## src/rtl/rgb_pwm_pkg.sv

```systemverilog
// rgb_pwm_pkg: shared constants and types for the RGB PWM output stage
package rgb_pwm_pkg;

    localparam int DUTY_W_DEF   = 8;
    localparam int PRESCALE_DEF = 47;
    localparam int PWM_MAX      = 2 ** DUTY_W_DEF - 1;

    typedef struct packed {
        logic [DUTY_W_DEF-1:0] r;
        logic [DUTY_W_DEF-1:0] g;
        logic [DUTY_W_DEF-1:0] b;
    } rgb_t;

endpackage

```

## src/rtl/rgb_pwm_if.sv

```systemverilog
// rgb_pwm_if: valid/ready setpoint channel carrying one RGB duty triple
interface rgb_pwm_if #(
    parameter int DUTY_W = 8
);

    logic              in_valid;
    logic              in_ready;
    logic [DUTY_W-1:0] in_r;
    logic [DUTY_W-1:0] in_g;
    logic [DUTY_W-1:0] in_b;

    modport master (output in_valid, in_r, in_g, in_b, input in_ready);
    modport slave  (input in_valid, in_r, in_g, in_b, output in_ready);

endinterface

```

## src/rtl/rgb_pwm_channel.sv

```systemverilog
// pwm_channel: one colour's active duty register and registered PWM comparator (fade stepping under RGB_PWM_FADE_EN)
module pwm_channel #(
    parameter int DUTY_W     = 8,
    parameter bit ACTIVE_LOW = 1'b0
) (
    input  logic              clk,
    input  logic              rst,
    input  logic              boundary,
    input  logic              load,
    input  logic [DUTY_W-1:0] load_val,
    input  logic [DUTY_W-1:0] cnt,
    output logic              led
);

    logic [DUTY_W-1:0] active_q, active_d;
    logic              led_q, led_d;

`ifdef RGB_PWM_FADE_EN
    logic [DUTY_W-1:0] target_q, target_d;

    // retarget on every accepted setpoint; walk active one step toward target per period
    always_comb begin
        target_d = load ? load_val : target_q;
        active_d = (!boundary || active_q == target_q) ? active_q :
                   (active_q < target_q) ? active_q + 1'b1 : active_q - 1'b1;
        led_d    = (cnt < active_q) ^ ACTIVE_LOW;
    end

    // duty state and output register
    always_ff @(posedge clk or negedge rst) begin
        if (!rst) begin
            target_q <= '0;
            active_q <= '0;
            led_q    <= ACTIVE_LOW;
        end else begin
            target_q <= target_d;
            active_q <= active_d;
            led_q    <= led_d;
        end
    end
`else
    // take the pending duty only on a period boundary so no runt pulses appear
    always_comb begin
        active_d = (boundary && load) ? load_val : active_q;
        led_d    = (cnt < active_q) ^ ACTIVE_LOW;
    end

    // duty state and output register
    always_ff @(posedge clk or negedge rst) begin
        if (!rst) begin
            active_q <= '0;
            led_q    <= ACTIVE_LOW;
        end else begin
            active_q <= active_d;
            led_q    <= led_d;
        end
    end
`endif

    assign led = led_q;

endmodule

```

## src/rtl/rgb_pwm.sv

```systemverilog
// rgb_pwm: prescaled RGB PWM with double-buffered setpoints; define RGB_PWM_FADE_EN for per-period fading
module rgb_pwm
    import rgb_pwm_pkg::*;
#(
    parameter int PRESCALE   = PRESCALE_DEF,
    parameter int DUTY_W     = DUTY_W_DEF,
    parameter bit ACTIVE_LOW = 1'b0
) (
    input  logic     clk,
    input  logic     rst,
    rgb_pwm_if.slave s,
    output logic     led_r,
    output logic     led_g,
    output logic     led_b,
    output logic     period_start
);

    localparam int PS_W = (PRESCALE > 0) ? $clog2(PRESCALE + 1) : 1;

    logic [PS_W-1:0]   ps_q, ps_d;
    logic [DUTY_W-1:0] cnt_q, cnt_d;
    logic              period_start_q, period_start_d;
    logic              tick, boundary, accept, load;
    logic [DUTY_W-1:0] load_r, load_g, load_b;

    // prescaler tick, step counter and the period boundary
    always_comb begin
        tick           = ps_q == PS_W'(PRESCALE);
        boundary       = tick && (cnt_q == {DUTY_W{1'b1}});
        ps_d           = tick ? '0 : ps_q + 1'b1;
        cnt_d          = tick ? cnt_q + 1'b1 : cnt_q;
        period_start_d = boundary;
    end

    // timebase registers
    always_ff @(posedge clk or negedge rst) begin
        if (!rst) begin
            ps_q           <= '0;
            cnt_q          <= '0;
            period_start_q <= 1'b0;
        end else begin
            ps_q           <= ps_d;
            cnt_q          <= cnt_d;
            period_start_q <= period_start_d;
        end
    end

`ifdef RGB_PWM_FADE_EN
    assign s.in_ready = 1'b1;
    assign accept     = s.in_valid;
    assign load       = accept;
    assign load_r     = s.in_r;
    assign load_g     = s.in_g;
    assign load_b     = s.in_b;
`else
    logic [3*DUTY_W-1:0] pend_q, pend_d;
    logic                full_q, full_d;

    // one-deep pending buffer; an accept never coincides with a release since ready requires empty
    always_comb begin
        full_d = accept ? 1'b1 : boundary ? 1'b0 : full_q;
        pend_d = accept ? {s.in_r, s.in_g, s.in_b} : pend_q;
    end

    // pending setpoint registers
    always_ff @(posedge clk or negedge rst) begin
        if (!rst) begin
            full_q <= 1'b0;
            pend_q <= '0;
        end else begin
            full_q <= full_d;
            pend_q <= pend_d;
        end
    end

    assign s.in_ready = !full_q;
    assign accept     = s.in_valid && !full_q;
    assign load       = full_q;
    assign load_r     = pend_q[3*DUTY_W-1 -: DUTY_W];
    assign load_g     = pend_q[2*DUTY_W-1 -: DUTY_W];
    assign load_b     = pend_q[DUTY_W-1:0];
`endif

    pwm_channel #(.DUTY_W(DUTY_W), .ACTIVE_LOW(ACTIVE_LOW)) u_r (
        .clk(clk), .rst(rst), .boundary(boundary), .load(load),
        .load_val(load_r), .cnt(cnt_q), .led(led_r)
    );

    pwm_channel #(.DUTY_W(DUTY_W), .ACTIVE_LOW(ACTIVE_LOW)) u_g (
        .clk(clk), .rst(rst), .boundary(boundary), .load(load),
        .load_val(load_g), .cnt(cnt_q), .led(led_g)
    );

    pwm_channel #(.DUTY_W(DUTY_W), .ACTIVE_LOW(ACTIVE_LOW)) u_b (
        .clk(clk), .rst(rst), .boundary(boundary), .load(load),
        .load_val(load_b), .cnt(cnt_q), .led(led_b)
    );

    assign period_start = period_start_q;

endmodule

```

## src/flat_wrapper.sv

```systemverilog
// flat-port wrapper written by rule: the top's interface ports become plain ports
module rgb_pwm_flat import rgb_pwm_pkg::*;
#(
    parameter int PRESCALE   = PRESCALE_DEF,
    parameter int DUTY_W     = DUTY_W_DEF,
    parameter bit ACTIVE_LOW = 1'b0
)
  (clk, rst, led_r, led_g, led_b, period_start, s_in_valid, s_in_r, s_in_g, s_in_b, s_in_ready);
  rgb_pwm_if #(.DUTY_W(DUTY_W)) s_i ();
  input  logic clk;
  input  logic rst;
  output logic led_r;
  output logic led_g;
  output logic led_b;
  output logic period_start;
  input wire logic [$bits(s_i.in_valid)-1:0] s_in_valid;
  input wire logic [$bits(s_i.in_r)-1:0] s_in_r;
  input wire logic [$bits(s_i.in_g)-1:0] s_in_g;
  input wire logic [$bits(s_i.in_b)-1:0] s_in_b;
  output wire logic [$bits(s_i.in_ready)-1:0] s_in_ready;
  assign s_i.in_valid = s_in_valid;
  assign s_i.in_r = s_in_r;
  assign s_i.in_g = s_in_g;
  assign s_i.in_b = s_in_b;
  assign s_in_ready = s_i.in_ready;
  rgb_pwm #(.PRESCALE(PRESCALE), .DUTY_W(DUTY_W), .ACTIVE_LOW(ACTIVE_LOW)) u_core (.clk(clk), .rst(rst), .s(s_i), .led_r(led_r), .led_g(led_g), .led_b(led_b), .period_start(period_start));
endmodule
```

## config.mk

```make
export PLATFORM = sky130hd
export DESIGN_NAME = rgb_pwm_flat
export DESIGN_NICKNAME = d
export VERILOG_FILES = /design/src/rtl/rgb_pwm_pkg.sv /design/src/rtl/rgb_pwm_if.sv /design/src/rtl/rgb_pwm_channel.sv /design/src/rtl/rgb_pwm.sv /design/src/flat_wrapper.sv
export SDC_FILE = /design/constraint.sdc
export NUM_CORES = 1
export LEC_CHECK = 0
export ABC_CLOCK_PERIOD_IN_PS = 4700
export BUFFER_PORTS_ARGS = -buffer_cell sky130_fd_sc_hd__buf_2
export CELL_PAD_IN_SITES_DETAIL_PLACEMENT = 1
export CELL_PAD_IN_SITES_GLOBAL_PLACEMENT = 2
export CORE_UTILIZATION = 43
export CTS_CLUSTER_SIZE = 28
export DETAILED_ROUTE_END_ITERATION = 8
export MAX_ROUTING_LAYER = met4
export PLACE_DENSITY = 0.9
export REMOVE_ABC_BUFFERS = 1
export SYNTH_ARGS = -nofsm -noshare
export SYNTH_HDL_FRONTEND = slang
export SYNTH_HIERARCHICAL = 1
export SYNTH_SLANG_ARGS = --single-unit
```

## constraint.sdc

```tcl
create_clock -name clk -period 4.7 [get_ports clk]
set_input_delay 0.705 -clock clk [delete_from_list [all_inputs] [get_ports clk]]
set_output_delay 0.705 -clock clk [all_outputs]
set_load 0.005 [all_outputs]
```

==> results of run 1 <==
through the flow:
step                      instances  hold slack, ns
after floorplan                 241           0.409
after global placement          370           0.468
after detailed placement        370           0.484
after CTS                       386           0.456
after global routing            386           0.493
final                           386           0.445
cells in the final DEF, fill, tap and decap left out, drive strengths merged:
master / instances
a41oi: 3
ha: 23
nand2: 14
nand3: 6
bufinv: 1
clkinvlp: 1
a211oi: 3
nor4: 5
o21ai: 7
dfrtp: 67
buf: 33
nand3b: 1
a21oi: 7
clkinv: 4
clkbuf: 10
nor2b: 5
nor3: 3
xor2: 9
mux2: 50
inv: 23
nand4: 2
nor2: 12
or3: 1
state kept, by name, indices dropped and copies added, names as in the netlist:
name	flops
u_core/u_r/led	1
u_core/u_r/active_q	8
u_core/pend_q	24
u_core/u_g/active_q	8
u_core/ps_q	6
u_core/u_b/led	1
u_core/u_g/led	1
u_core/full_q	1
u_core/period_start	1
u_core/cnt_q	8
u_core/u_b/active_q	8
power by group:
group          switching (mW)  leakage [nW]  total (mW)  internal, mW
Sequential             0.0118         0.884       0.612         0.600
Combinational          0.0189         0.786      0.0437        0.0247
Clock                   0.230         0.102       0.489         0.259
Total                   0.260          1.77        1.14         0.884
cells by family (layout without fill, tap and decap cells):
family,Yosys count,after routing,synth area share (%)
compound gates,20,20,4.28
xor+xnor,9,9,2.52
fa+ha+maj,23,23,9.20
buf+inv,26,72,3.40
flops,67,67,53.6
mux,50,50,18.0
simple gates,49,49,9.04
worst max-delay path, stage by stage, from the launching register on:
cell      delay (ns)
dfrtp_1         0.40
ha_1            0.28
nand3b_4        0.18
nor4_1          0.74
nand2_2         0.31
mux2_2          0.35
per-layer routing:
layer | vias up | GRT usage, %
met3 | 12 | 4.08
met5 | - | -
met4 | 0 | 10.7
met2 | 33 | 29.3
met1 | 997 | 23.2
li1 | 926 | -
final timing paths:
kind                                          end  slack, ns  cells after the start
max                        u_core/u_b/active_q[3]       2.34                      5
min                                u_core/ps_q[4]       0.44                      1
max reg2reg                u_core/u_b/active_q[3]       2.34                      5
min reg2reg                     u_core/pend_q[13]       0.49                      1
max in group asynchronous  u_core/u_b/active_q[0]       3.33                      2
min in group clk                u_core/pend_q[13]       0.49                      1
layout make-up:
class	count	share of cell area (%)
clock buffer	10	3.82
clock inverter	6	1.80
inverter	23	2.39
multi-input combinational	151	37.4
sequential	67	46.5
tap	96	3.33
timing repair buffer	33	4.72
==> results by group, run 1 <==
Outcome
  • Outcome: completed

CTS
  • Hold Buf Count CTS: 0
  • CTS tree: built
  • Num CTS Buffers: 9
  • CTS H-tree depth: 3
  • Clk pin slew, worst setup/hold paths: 0.07 ns
  • Worst-Skew Late Latency: approximately 0.35 ns
  • Clk sinks: 67
  • Max clock buf depth: 2
  • Setup Buffers After CTS: 0
  • Clk root buf: clkbuf_8
  • CTS resizes: 0

Finish
  • Layout fillers: 767
  • Fin util: 52.2%
  • Antenna Cells: 0
  • Register area: 1680 µm²
  • Nets: between 300 and 400
  • Post-route cell area: 3600 µm²
  • Layout cells sized above 1: 37.6%
  • Area Overhead vs Synth: 15.2%
  • Multi-input gate area: 1350 µm²

Timing
  • Actual slew at the worst max-slew pin: 0.791 ns
  • Clock Skew: between 0.008 and 0.009 ns
  • Slew HR: 46.8%
  • Final setup TNS: 0 ns
  • Max-slew violation count: 0
  • Fin crit share: 50.3%
  • Unrepaired setup endpoints after global routing: false
  • Count of final setup violators: 0
  • Final worst slack: 2.34 ns
  • Hold Fails Final Rpt: 0
  • Fmax: 423 MHz
  • Min Clock Period, post-route: 2.37 ns

Setup path
  • Worst Path Arrival: 2.59 ns
  • Crit. Startpoint: u_core/ps_q[0]
  • Worst setup EP type: flop
  • Critical Path Source Type: flop
  • Critical path fanouts, max: 9
  • Crit Path Category: flop to flop
  • Worst path required time: 4.93 ns
  • Worst r2r src: u_core/ps_q[0]

Drt
  • WL met1: 2720 µm
  • Detailed-route via count: 1968
  • DR vias/cell: between 5 and 6
  • Remaining DRCs: 0
  • DR pass1 iterations: 4
  • Drt initial violations: 124
  • Detailed Route WL: 6050 µm
  • Wire per inst: 15.7 µm
  • Max Used Layer: met4
  • Met3 wire len: 156 µm
  • Antenna-violating nets left: 0
  • Met2 WL: 3000 µm

Pwr
  • VDD IR max: 181 µV
  • Post-layout power: 1.14 mW
  • LEAKAGE: 1.77 nW
  • Cell Pwr Density: 317 nW/µm²

Synth
  • Main flop type after synthesis: dfrtp_1
  • Post-synth top area share: 53.6%
  • Synth area leader: dfrtp_1
  • Synth area leaders: dfrtp_1, mux2_2, ha_1
  • Syn_area_per_cell: about 13 µm²
  • Library cells used by synthesis: 26
  • Mapped Cells: 244
  • Async S/R FF share, synth: 100%
  • Commonest cells post-synth: dfrtp_1, mux2_2, ha_1, inv_1
  • EDFF count, synth: 0
  • Synth warnings: 6
  • Yosys reg bits: 67
  • Synth Cell Area: 3130 µm²
  • Seq/Total Area, Yosys: 53.6%
  • Top-count cell post-synth: dfrtp_1

Place
  • IO Port Bufs: 31
  • Placer Congestion: 0.869
  • DP Wirelength: 4280 µm
  • Post-DP Area: about 3400 µm²
  • Pre-CTS setup slack: 2.33 ns

Die
  • Core footprint: between 6000 and 7000 µm²
  • Core Rows: 30
  • Die ar.: between 7000 and 8000 µm²
  • Die W: 87.3 µm
  • Initial Util: 45.3%
  • I/O pins: 32
  • Vert. Die Dim: 87.3 µm

GRT
  • GR Overflow Total: 0
  • Initial antenna violation count: 0
  • Vias in the first global route: 2102
  • Pin count of the biggest net entering global routing: 35
  • GRT Util Overall: a little under a fifth
  • First-pass GRT wire length: 10300 µm

Worst hold path
  • Worst Hold Class: input port to async pin

Flow run
  • Max cap viols: 0
(Power assumes the default switching activity.)
==> run 2: changes to the inputs <==
- ABC_CLOCK_PERIOD_IN_PS: 4700 -> 2400
- CORE_UTILIZATION: 43 -> 40
- PLACE_DENSITY: 0.9 -> 0.85
- clock period: 4.7 -> 2.4 ns (I/O delays scaled with it)
==> results by group, run 2 (synthesis gave the netlist of run 1 again) <==
Drt
  • DR vias/cell: 4.91 (-3.7%)
  • Remaining DRCs: 0 (unchanged)
  • DR pass1 iterations: 4 (unchanged)
  • Detailed-route via count: 1945 (-1.2%)
  • Drt initial violations: 113 (-8.9%)
  • Antenna-violating nets left: 0 (unchanged)
  • Detailed Route WL: 5850 µm (-3.3%)
  • Wire per inst: 14.8 µm (-5.8%)

Worst hold path
  • Worst Hold Class: input port to flop

CTS
  • Num CTS Buffers: 9 (unchanged)
  • Clk sinks: 67 (unchanged)
  • CTS H-tree depth: 3 (unchanged)
  • Clk root buf: clkbuf_8
  • Max clock buf depth: 2 (unchanged)
  • Setup Buffers After CTS: 0 (unchanged)
  • CTS tree: built
  • Worst-Skew Late Latency: 0.34 ns (about the same)
  • Clk pin slew, worst setup/hold paths: 0.07 ns (about the same)

Timing
  • Clock Skew: 0.00595 ns (-0.00296 ns)
  • Count of final setup violators: 0 (unchanged)
  • Min Clock Period, post-route: 2.11 ns (-0.259 ns)
  • Actual slew at the worst max-slew pin: 0.539 ns (-0.253 ns)
  • Hold slack: 0.236 ns (-0.208 ns)
  • Slew HR: 64.1% (+17 points)
  • Hold Fails Final Rpt: 0 (unchanged)
  • Unrepaired setup endpoints after global routing: false
  • Fin crit share: 87.8% (+37 points)
  • Fmax: 475 MHz (+12%)
  • Final setup TNS: 0 ns (unchanged)
  • Max-slew violation count: 0 (unchanged)

Setup path
  • Worst Path Arrival: 2.33 ns (-0.26 ns)
  • Critical path fanouts, max: 9 (unchanged)
  • Critical Path Source Type: flop
  • Worst setup EP type: flop
  • Crit Path Category: flop to flop
  • Worst path required time: 2.62 ns (-2.31 ns)

GRT
  • Pin count of the biggest net entering global routing: 32 (-8.6%)
  • First-pass GRT wire length: 10400 µm (+1.0%)
  • GR Overflow Total: 0 (unchanged)
  • GRT Util Overall: 17.0% (-2.0 points)
  • Vias in the first global route: 2142 (+1.9%)
  • Initial antenna violation count: 0 (unchanged)

Finish
  • Nets: 342 (+2.1%)
  • Antenna Cells: 0 (unchanged)
  • Biggest register: u_core/pend_q
  • Most common cell after layout, fill and taps aside: dfrtp_1
  • Max FFs per register: 24 (unchanged)
  • Layout Cells excl Fill: 396 (+2.6%)
  • Layout cells sized above 1: 38.4% (+0.80 points)
  • Area Overhead vs Synth: 18.3%
  • Layout fillers: 794 (+3.5%)
  • Most frequent cells in the layout: dfrtp_1, mux2_2, buf_2, inv_1, ha_1

Pwr
  • Post-layout power: 2.35 mW (+110%)
  • VDD IR max: 428 µV (+140%)
  • LEAKAGE: 1.82 nW (+2.8%)
  • Cell Pwr Density: 636 nW/µm² (+100%)

Die
  • I/O pins: 32 (unchanged)
  • Core Rows: 31 (+3.3%)
  • Die ar.: 8180 µm² (+7.3%)
  • Die W: 90.5 µm (+3.6%)
  • Initial Util: 42.2% (-3.1 points)
  • Core footprint: 7410 µm² (+7.3%)
  • Vert. Die Dim: 90.5 µm (+3.6%)

Place
  • IO Port Bufs: 31 (unchanged)
  • Dpl cells: 379 (+2.4%)
  • Placer Congestion: 0.792 (-8.9%)
  • DP Wirelength: 4110 µm (-3.9%)

Outcome
  • Outcome: completed

Flow run
  • Max cap viols: 0 (unchanged)
run 2: cell count changes in the layout (fill, tap and decap cells not counted):
cell           previous run  this run
bufinv_16                 1         2
clkinv_4                  2         0
clkbuf_8                 10        11
clkbuf_1                  0         1
buf_4                     2         7
clkinv_2                  2         1
buf_12                    0         1
dlygate4sd3_1             0         1
run 2: cell type report:
| cell class | count | area (µm²) | share of cell area [%] |
|---|---|---|---|
| Tap cell | 99 | 124 | 3.35 |
| Multi-Input combinational cell | 151 | 1350 | 36.4 |
| Clock inverter | 4 | 72.6 | 1.96 |
| Sequential cell | 67 | 1680 | 45.3 |
| Timing Repair Buffer | 40 | 238 | 6.42 |
| Clock buffer | 12 | 155 | 4.19 |
| Inverter | 23 | 86.3 | 2.33 |
run 2: metal layers:
layer | track usage [%] | vias up | part of all wire [%]
met4 | 5.65 | 0 | 1.2
li1 | - | 942 | -
met3 | 4.88 | 7 | 3.4
met1 | 21.6 | 964 | 47
met5 | - | - | 0
met2 | 26.1 | 32 | 48
run 2: final timing paths:
kind	to	from	slack, ns	cells after the start
worst max-delay path	u_core/u_g/active_q[2]	u_core/ps_q[0]	0.29	6
worst min-delay path	u_core/pend_q[13]	s_in_g[5]	0.24	2
worst max register to register	u_core/u_g/active_q[2]	u_core/ps_q[0]	0.29	6
worst min register to register	u_core/ps_q[0]	u_core/ps_q[0]	0.50	1
max in group asynchronous	u_core/u_g/active_q[4]	rst	1.27	3
min in group asynchronous	u_core/pend_q[2]	rst	0.53	2
run 2: power breakdown:
part           total (mW)  switching (mW)  internal (mW)
Clock                1.07           0.425          0.641
Combinational      0.0895          0.0368         0.0528
Sequential           1.20          0.0234           1.18
run 2: per-stage QoR:
stage	setup WS [ns]	utilization [%]	area, µm²
3_3_place_gp	0.449	46.7	3460
6_report	0.294	50.0	3700
5_1_grt	0.191	50.0	3700
4_1_cts	0.321	50.0	3700
2_1_floorplan	0.297	-	3110
3_5_place_dp	0.386	46.7	3460
run 2: repair_timing:
item | 4_1_cts | 5_1_grt
endpoints found under the hold margin | 22 | 0
hold buffers | 1 | 0
resized for setup | 0 | 0
run 2: critical path, stage by stage (launching register included):
cell and delay [ns]:
dfrtp_1 0.40, ha_1 0.27, nand3b_4 0.18, nor4_1 0.47, buf_4 0.20, nand2_2 0.15
mux2_2 0.33
==> run 3: changes to the inputs <==
- CORE_UTILIZATION: 40 -> 29
- PLACE_DENSITY: 0.85 -> 0.67
- SLEW_MARGIN: unset -> 15
==> results by group, run 3 (synthesis gave the netlist of run 1 again) <==
Setup path
  • Reg2reg path depth: 6 (unchanged)
  • Worst Setup EP: u_core/u_g/active_q[1]
  • Critical Path Max Stage Delay: 0.39 ns (-0.08 ns)
  • Crit Path Category: flop to flop
  • Worst r2r src: u_core/ps_q[0]
  • Worst setup EP type: flop
  • Crit. Startpoint: u_core/ps_q[0]
  • RR Endpoint: u_core/u_g/active_q[1]
  • Critical path fanouts, max: 9 (unchanged)
  • Worst path required time: 2.62 ns (about the same)
  • Reg2reg setup slack: 0.46 ns (+0.16 ns)
  • Crit path buffers/inverters: 1 (unchanged)
  • Crit-path cells: ha_1 > nand3b_4 > nor4_1 > buf_4 > nand2_2 > mux2_2
  • CP max stage cell: dfrtp_1
  • Top delay family on crit path: simple AND/OR/NAND/NOR gates
  • Critical Path Source Type: flop
  • Worst Path Arrival: 2.16 ns (-0.17 ns)
  • Crit path depth: 6 (unchanged)

Place
  • IO Port Bufs: 31 (unchanged)
  • DP Wirelength: 4300 µm (+4.7%)
  • Placer Congestion: 0.708 (-11%)
  • Pre-CTS setup slack: 0.451 ns (+0.0647 ns)

Drt
  • Antenna-violating nets left: 0 (unchanged)
  • Wire per inst: 14.0 µm (-5.0%)
  • Drt initial violations: 43 (-62%)
  • Remaining DRCs: 0 (unchanged)
  • DR vias/cell: 4.53 (-7.8%)
  • DR pass1 iterations: 2 (-2)
  • Detailed-route via count: 1934 (-0.57%)
  • Detailed Route WL: 5990 µm (+2.5%)

Die
  • Core Rows: 37 (+19%)
  • Core footprint: 10400 µm² (+40%)
  • Die W: 106 µm (+17%)
  • I/O pins: 32 (unchanged)
  • Vert. Die Dim: 106 µm (+17%)
  • Die ar.: 11200 µm² (+37%)
  • Initial Util: 30.2% (-12 points)

Finish
  • Most frequent cells in the layout: dfrtp_1, mux2_2, buf_2, inv_1, ha_1
  • Max FFs per register: 24 (unchanged)
  • Layout fillers: 1127 (+42%)
  • Area Overhead vs Synth: 19.7%
  • Biggest register: u_core/pend_q
  • Antenna Cells: 0 (unchanged)
  • Most common cell after layout, fill and taps aside: dfrtp_1
  • Layout cells sized above 1: 37.8% (-0.58 points)
  • Nets: 336 (-1.8%)

GRT
  • GR Overflow Total: 0 (unchanged)
  • Initial antenna violation count: 0 (unchanged)
  • Pin count of the biggest net entering global routing: 68 (+110%)
  • Vias in the first global route: 2086 (-2.6%)
  • GRT Util Overall: 12.8% (-4.2 points)
  • First-pass GRT wire length: 10700 µm (+2.9%)

CTS
  • Max clock buf depth: 2 (unchanged)
  • Setup Buffers After CTS: 0 (unchanged)
  • CTS tree: built
  • Hold Buf Count CTS: 0 (-1)
  • Clk pin slew, worst setup/hold paths: 0.08 ns (about the same)
  • Num CTS Buffers: 9 (unchanged)
  • Worst-Skew Late Latency: 0.34 ns (about the same)
  • Clk root buf: clkbuf_8
  • CTS H-tree depth: 3 (unchanged)
  • CTS resizes: 0 (unchanged)
  • Clk sinks: 67 (unchanged)

Timing
  • Final worst slack: 0.459 ns (+0.165 ns)
  • Unrepaired setup endpoints after global routing: false
  • Max-slew violation count: 0 (unchanged)
  • Count of final setup violators: 0 (unchanged)
  • Hold slack: 0.0152 ns (-0.221 ns)
  • Final setup TNS: 0 ns (unchanged)
  • Hold Fails Final Rpt: 0 (unchanged)
  • Fmax: 515 MHz (+8.5%)
  • Min Clock Period, post-route: 1.94 ns (-0.165 ns)
  • Fin crit share: 80.9% (-6.9 points)
  • Slew HR: 72.1% (+8.0 points)
  • Clock Skew: 0.0130 ns (+0.00709 ns)
  • Actual slew at the worst max-slew pin: 0.419 ns (-0.120 ns)

Outcome
  • Outcome: completed

Pwr
  • VDD IR max: 308 µV (-28%)
  • LEAKAGE: 1.81 nW (-0.52%)
  • Cell Pwr Density: 683 nW/µm² (+7.3%)

Worst hold path
  • Worst Hold Class: input port to async pin

Flow run
  • Max cap viols: 0 (unchanged)
==> run 3: stage by stage <==
| stage | area, µm² | instances | total power [mW] | utilization [%] |
|---|---|---|---|---|
| 2_1_floorplan | 3110 | 241 | 1.25 | - |
| 3_3_place_gp | 3470 | 411 | 1.31 | 33.5 |
| 3_5_place_dp | 3470 | 411 | 1.31 | 33.5 |
| 4_1_cts | 3750 | 427 | 2.61 | 36.1 |
| 5_1_grt | 3750 | 427 | 2.67 | 36.1 |
| 6_report | 3750 | 427 | 2.56 | 36.1 |
==> run 3: layout make-up <==
| type | count | area, µm² | share of cell area, % |
|---|---|---|---|
| flip-flops and latches | 67 | 1680 | 44.8 |
| multi-input cells | 151 | 1350 | 36.0 |
| inverters | 23 | 86.3 | 2.30 |
| clock buffers | 10 | 138 | 3.67 |
| well taps | 136 | 170 | 4.54 |
| repair buffers | 34 | 190 | 5.08 |
| clock inverters | 6 | 136 | 3.64 |
==> run 3: report_power, final <==
part / leakage (nW) / internal [mW] / switching [mW] / total [mW]
logic: 0.796 / 0.0509 / 0.0373 / 0.0882
registers: 0.884 / 1.18 / 0.0237 / 1.20
clock network: 0.133 / 0.826 / 0.445 / 1.27
total: 1.81 / 2.05 / 0.506 / 2.56
==> run 3: worst min-delay path by stage <==
stage	cells after the start	slack, ns	startpoint	to
after floorplan	0	0.06	rst	u_core/cnt_q[0]
after global placement	2	0.41	rst	u_core/pend_q[20]
after detailed placement	2	0.41	rst	u_core/pend_q[20]
after CTS	2	0.02	rst	u_core/pend_q[20]
after global routing	2	0.04	rst	u_core/pend_q[19]
final	2	0.02	rst	u_core/u_r/active_q[3]
==> run 3: worst register-to-register path, delay by kind of cell, from the launching register on <==
kind | cells | cell delay (ns)
flip-flops | 1 | 0.39
adder cells (fa/ha/maj) | 1 | 0.27
AND/OR/NAND/NOR | 3 | 0.65
multiplexers | 1 | 0.32
buffers and inverters | 1 | 0.19
==> run 3: metal layers <==
layer | share of wire (%) | track usage, % | wire length [µm] | vias up
met2 | 49 | 19.9 | 2950 | 22
met4 | 1.7 | 4.76 | 100 | 0
li1 | - | - | - | 929
met3 | 2.6 | 3.34 | 158 | 9
met1 | 46 | 15.9 | 2780 | 974
met5 | 0 | - | 0 | -
